--- config.mk ---
export PLATFORM = sky130hd
export DESIGN_NAME = matmul_tile_sequencer
export DESIGN_NICKNAME = d
export VERILOG_FILES = /design/src/rtl/matmul_pkg.sv /design/src/rtl/matrix_multiplication_accumulation.sv /design/src/rtl/matmul_tile_sequencer.sv
export SDC_FILE = /design/constraint.sdc
export NUM_CORES = 2
export LEC_CHECK = 0
export ABC_AREA = 1
export BUFFER_PORTS_ARGS = -buffer_cell sky130_fd_sc_hd__buf_2
export CELL_PAD_IN_SITES_DETAIL_PLACEMENT = 1
export CELL_PAD_IN_SITES_GLOBAL_PLACEMENT = 2
export CORE_MARGIN = 2
export CORE_UTILIZATION = 39
export DETAILED_ROUTE_END_ITERATION = 7
export PLACE_DENSITY_LB_ADDON = 0.25
export SLEW_MARGIN = 20
export SYNTH_ARGS = -nofsm -noshare
export SYNTH_HDL_FRONTEND = slang
export SYNTH_HIERARCHICAL = 1
export SYNTH_SLANG_ARGS = --single-unit
--- constraint.sdc ---
create_clock -name clk_i -period 14.18 [get_ports clk_i]
set_input_delay 2.836 -clock clk_i [delete_from_list [all_inputs] [get_ports clk_i]]
set_output_delay 2.836 -clock clk_i [all_outputs]
set_load 0.005 [all_outputs]
--- src/rtl/matmul_pkg.sv ---
// Shared types and sizing for the matmul tile sequencer and its MAC datapath.
package matmul_pkg;

    typedef enum logic [1:0] {IDLE, ACCUM, DRAIN} seq_state_e;

    localparam int unsigned DEF_M = 2;
    localparam int unsigned DEF_N = 2;
    localparam int unsigned DEF_K = 2;
    localparam int unsigned DEF_P = 8;

    // Accumulator lanes are four operand widths wide.
    function automatic int unsigned acc_width(input int unsigned p);
        return 4 * p;
    endfunction

    localparam int unsigned ACC_W = acc_width(DEF_P);

    typedef logic signed [DEF_M-1:0][DEF_K-1:0][DEF_P-1:0] a_tile_t;
    typedef logic signed [DEF_K-1:0][DEF_N-1:0][DEF_P-1:0] b_tile_t;
    typedef logic signed [DEF_M-1:0][DEF_N-1:0][ACC_W-1:0] acc_tile_t;

endpackage

--- src/rtl/matrix_multiplication_accumulation.sv ---
// Combinational D = C + A x B over one operand tile, with optional halved-precision lanes.
module matrix_multiplication_accumulation
    import matmul_pkg::*;
#(
    parameter int unsigned M            = DEF_M,
    parameter int unsigned N            = DEF_N,
    parameter int unsigned K            = DEF_K,
    parameter int unsigned P            = DEF_P,
    parameter int unsigned TREE         = 0,
    parameter int unsigned CONFIGURABLE = 0
) (
    input  logic [M-1:0][K-1:0][P-1:0]              a_i,
    input  logic [K-1:0][N-1:0][P-1:0]              b_i,
    input  logic [M-1:0][N-1:0][acc_width(P)-1:0]   c_i,
    input  logic                                    halved_i,
    output logic [M-1:0][N-1:0][acc_width(P)-1:0]   d_c
);

    localparam int unsigned AW = acc_width(P);
    localparam int unsigned HP = P / 2;
    localparam int unsigned L  = 2 * K;

    logic hv;

    assign hv = (CONFIGURABLE != 0) && halved_i;

    function automatic logic [AW-1:0] sx_full(input logic [P-1:0] v);
        return AW'($signed(v));
    endfunction

    function automatic logic [AW-1:0] sx_half(input logic [HP-1:0] v);
        return AW'($signed(v));
    endfunction

    function automatic logic [K-1:0][P-1:0] column(input logic [K-1:0][N-1:0][P-1:0] bm,
                                                   input int unsigned col);
        logic [K-1:0][P-1:0] r;
        r = '0;
        for (int unsigned kk = 0; kk < K; kk++) r[kk] = bm[kk][col];
        return r;
    endfunction

    // In halved mode each P-bit lane carries two independent P/2-bit signed elements.
    function automatic logic [AW-1:0] dot(input logic [K-1:0][P-1:0] arow,
                                          input logic [K-1:0][P-1:0] bcol,
                                          input logic                half);
        logic [L-1:0][AW-1:0] t;
        t = '0;
        for (int unsigned kk = 0; kk < K; kk++) begin
            if (half) begin
                t[2*kk]   = sx_half(arow[kk][HP-1:0]) * sx_half(bcol[kk][HP-1:0]);
                t[2*kk+1] = sx_half(arow[kk][P-1:HP]) * sx_half(bcol[kk][P-1:HP]);
            end else begin
                t[2*kk]   = sx_full(arow[kk]) * sx_full(bcol[kk]);
            end
        end
        if (TREE != 0) begin
            for (int unsigned s = 1; s < L; s = s * 2)
                for (int unsigned x = 0; x + s < L; x = x + 2 * s)
                    t[x] = t[x] + t[x+s];
        end else begin
            for (int unsigned x = 1; x < L; x++) t[0] = t[0] + t[x];
        end
        return t[0];
    endfunction

    always_comb begin
        d_c = '0;
        for (int unsigned i = 0; i < M; i++)
            for (int unsigned j = 0; j < N; j++)
                d_c[i][j] = c_i[i][j] + dot(a_i[i], column(b_i, j), hv);
    end

endmodule

--- src/rtl/matmul_tile_sequencer.sv ---
// Streams K operand tiles through the MAC datapath, accumulating into a registered M x N tile.
module matmul_tile_sequencer
    import matmul_pkg::*;
#(
    parameter int unsigned M            = DEF_M,
    parameter int unsigned N            = DEF_N,
    parameter int unsigned K            = DEF_K,
    parameter int unsigned P            = DEF_P,
    parameter int unsigned TREE         = 0,
    parameter int unsigned CONFIGURABLE = 0,
    parameter int unsigned KTW          = 8
) (
    input  logic                                    clk_i,
    input  logic                                    rst_ni,
    input  logic                                    cfg_valid_i,
    output logic                                    cfg_ready_o,
    input  logic [KTW-1:0]                          cfg_k_tiles_i,
    input  logic                                    cfg_acc_init_i,
    input  logic                                    cfg_halved_i,
    input  logic [M-1:0][N-1:0][acc_width(P)-1:0]   c_i,
    input  logic                                    ab_valid_i,
    output logic                                    ab_ready_o,
    input  logic [M-1:0][K-1:0][P-1:0]              a_i,
    input  logic [K-1:0][N-1:0][P-1:0]              b_i,
    output logic                                    d_valid_o,
    input  logic                                    d_ready_i,
    output logic [M-1:0][N-1:0][acc_width(P)-1:0]   d_o,
    output logic                                    busy_o
);

    localparam int unsigned AW = acc_width(P);

    seq_state_e                  state_q;
    logic [KTW-1:0]              k_cnt_q;
    logic [KTW-1:0]              k_tiles_q;
    logic                        halved_q;
    logic [M-1:0][N-1:0][AW-1:0] acc_q;
    logic [M-1:0][N-1:0][AW-1:0] mac_d_c;

    matrix_multiplication_accumulation #(
        .M            (M),
        .N            (N),
        .K            (K),
        .P            (P),
        .TREE         (TREE),
        .CONFIGURABLE (CONFIGURABLE)
    ) u_mac (
        .a_i      (a_i),
        .b_i      (b_i),
        .c_i      (acc_q),
        .halved_i (halved_q),
        .d_c      (mac_d_c)
    );

    assign d_o = acc_q;

    // Handshake outputs are registered alongside the state they describe.
    always_ff @(posedge clk_i) begin
        if (!rst_ni) begin
            state_q     <= IDLE;
            k_cnt_q     <= '0;
            k_tiles_q   <= '0;
            halved_q    <= 1'b0;
            acc_q       <= '0;
            cfg_ready_o <= 1'b1;
            ab_ready_o  <= 1'b0;
            d_valid_o   <= 1'b0;
            busy_o      <= 1'b0;
        end else begin
            case (state_q)
                IDLE: begin
                    if (cfg_valid_i) begin
                        k_tiles_q   <= cfg_k_tiles_i;
                        halved_q    <= (CONFIGURABLE != 0) && cfg_halved_i;
                        acc_q       <= cfg_acc_init_i ? c_i : '0;
                        k_cnt_q     <= '0;
                        cfg_ready_o <= 1'b0;
                        busy_o      <= 1'b1;
                        if (cfg_k_tiles_i != '0) begin
                            state_q    <= ACCUM;
                            ab_ready_o <= 1'b1;
                        end else begin
                            state_q   <= DRAIN;
                            d_valid_o <= 1'b1;
                        end
                    end
                end
                ACCUM: begin
                    if (ab_valid_i) begin
                        acc_q <= mac_d_c;
                        if (k_cnt_q == k_tiles_q - KTW'(1)) begin
                            k_cnt_q    <= '0;
                            state_q    <= DRAIN;
                            ab_ready_o <= 1'b0;
                            d_valid_o  <= 1'b1;
                        end else begin
                            k_cnt_q <= k_cnt_q + KTW'(1);
                        end
                    end
                end
                DRAIN: begin
                    if (d_ready_i) begin
                        state_q     <= IDLE;
                        d_valid_o   <= 1'b0;
                        cfg_ready_o <= 1'b1;
                        busy_o      <= 1'b0;
                    end
                end
                default: begin
                    state_q     <= IDLE;
                    cfg_ready_o <= 1'b1;
                    ab_ready_o  <= 1'b0;
                    d_valid_o   <= 1'b0;
                    busy_o      <= 1'b0;
                end
            endcase
        end
    end

endmodule
==> impl_metrics.csv <==
group,metric,value,unit
place,gp_congestion,0.880,
clock_tree,cts_sinks,150,
global_routing,overflow,0,
yosys,yosysWarnings,6,
floorplan,die_h,314,µm
timing,fmax,95.7,MHz
timing,setup_viol,0,
clock_tree,clk_pin_slew,80,ps
finish,mostFrequentLayoutCells,"inv_1, nand2_1, fa_1",
timing,clock_skew,12.4,ps
worst_setup_path,reg2regPathDepth,10,
worst_setup_path,timing.reg2reg.setup_slack,10550,ps
worst_setup_path,worstSetupPathType,"in -> reg",
detailed_routing,highest_layer,"met5",
clock_tree,cts_setup_buffers,0,
hold_path,min_from,"d_valid_o",
detailed_routing,via_count,33500,
floorplan,initial_core_util,39.4,%
global_routing,grt_start_max_net_pins,104,
yosys,syn_inst,5237,
timing,period_minus_slack,10450,ps
clock_tree,cts_root_buf,"clkbuf_16",
worst_setup_path,start_kind,"input port",
global_routing,grtUsageTotal,25.8,%
detailed_routing,ant_nets,0,
yosys,synth_area,37500,µm²
finish,drive_gt1_share,7.62,%
clock_tree,ctsResizeCount,0,
worst_setup_path,critPathMaxFanout,16,
finish,area_growth_syn_to_layout,8.09,%
worst_setup_path,cp_slowest_stage_delay,540,ps
global_routing,grt_first_pass_wirelength,199000,µm
detailed_routing,met1Wirelength,60300,µm
timing,hold_violations,0,
hold_path,holdPathEnd,"d_valid_o",
floorplan,rows,113,
timing,grt_setup_unrepaired,"no",
floorplan,io_pins,339,
timing,worst_slack,3730,ps
place,post-place-ws,3200,ps
worst_setup_path,path_buf_inv,6,
detailed_routing,viasPerCell,5.00,
finish,nets,6535,
detailed_routing,drcViolationCount,0,
finish,design_area,40500,µm²
place,place_area,39900,µm²
yosys,synth_fp_nets,6364,
clock_tree,numCtsBuffers,17,
detailed_routing,drt_first_pass_iters,5,
place,io_buffers,337,
worst_setup_path,cp_data_arrival_time,10880,ps
worst_setup_path,cp_slowest_cell,"clkinv_1",
clock_tree,worstSkewPairLatency,490,ps
worst_setup_path,crit_required,14610,ps
detailed_routing,dr_wl_met3,4870,µm
worst_setup_path,cp_top_family,"adder cells",
finish,fillers,12300,
detailed_routing,wl_met2,57600,µm
finish,final_util,42.6,%
status,outcome,"complete, no violations",
worst_setup_path,crit_top_cell,"nand2_1",
yosys,synth_area_per_cell,7.16,µm²
finish,multi_input_area,28700,µm²
floorplan,dieArea,98600,µm²
timing,worstMarginPinSlew,1020,ps
global_routing,grt_pass1_vias,35700,
worst_setup_path,cp-end-kind,"flip-flop",
finish,regArea,3000,µm²
floorplan,die_w,314,µm
hold_path,hp-class,"reg -> reg",
detailed_routing,routedWlPerCell,18.7,µm
timing,fin_crit_sh,73.7,%
detailed_routing,drt-total-wl,125000,µm
worst_setup_path,rr_startpoint,"state_q[0]",
worst_setup_path,worstReg2RegEnd,"d_o[108]",
clock_tree,htree_levels,4,
floorplan,core,95200,µm²
timing,max-slew-margin-rel,31.9,%
clock_tree,ctsHoldBuffers,0,
hold_path,hold_depth,2,
clock_tree,clockBufferDepth,2,
place,place_hpwl,104000,µm
clock_tree,cts_tree,"built",
timing,finalSetupTns,0,ps
detailed_routing,drt_first_iter_violations,1630,
job,max_cap_viol_count,0,
timing,maxSlewViolCount,0,
global_routing,antenna_found_initial,12,
finish,final_common_cell,"inv_1",
[flip-flops by register name, summed over array words and instances, names as in the netlist]
name / count
ab_ready_o: 1
busy_o: 1
cfg_ready_o: 1
d_o: 128
d_valid_o: 1
k_cnt_q: 8
k_tiles_q: 8
state_q: 2
[worst register-to-register path, cell delays in order (launching register included)]
cell     delay, ps
dfxtp_1        350
inv_2           90
nor2_4          30
buf_4          330
inv_4          630
or2_4          290
nand3_4        150
inv_6          530
buf_4          720
o21ai_0        280
a31oi_1        170
[per-stage QoR]
stage	hold slack, ps	cells
2_1_floorplan	447	5237
3_3_place_gp	442	6654
3_5_place_dp	457	6654
4_1_cts	472	6686
5_1_grt	501	6686
6_report	465	6687
[worst max path at each step]
stage               startpoint       to  slack (ps)  cells after the start
floorplan               a_i[7]  d_o[63]        4660                     34
global placement       b_i[23]  d_o[25]        3260                     33
detailed placement     b_i[23]  d_o[25]        3200                     33
CTS                    b_i[23]  d_o[25]        3690                     33
global route           b_i[24]  d_o[63]        3060                     33
finish                 b_i[23]  d_o[25]        3730                     33
[per-layer routing]
metal  vias up  GRT usage, %
li1      16300             -
met1     16600          36.5
met2       521          42.5
met3        97          3.00
met4        10          4.88
met5         -             0
[final cells by class]
cell class              instances  area share, %
multi-input cells            3591           70.8
well taps                    1265           3.91
repair buffers                347           4.36
flip-flops and latches        150           7.41
diodes                          1        0.00617
inverters                    1301           12.1
clock buffers                  21           1.11
clock inverters                11          0.312
Power is left out: the tool's default activity adds up to more than one toggle a clock period on the data nets, which glitch-free logic cannot reach.
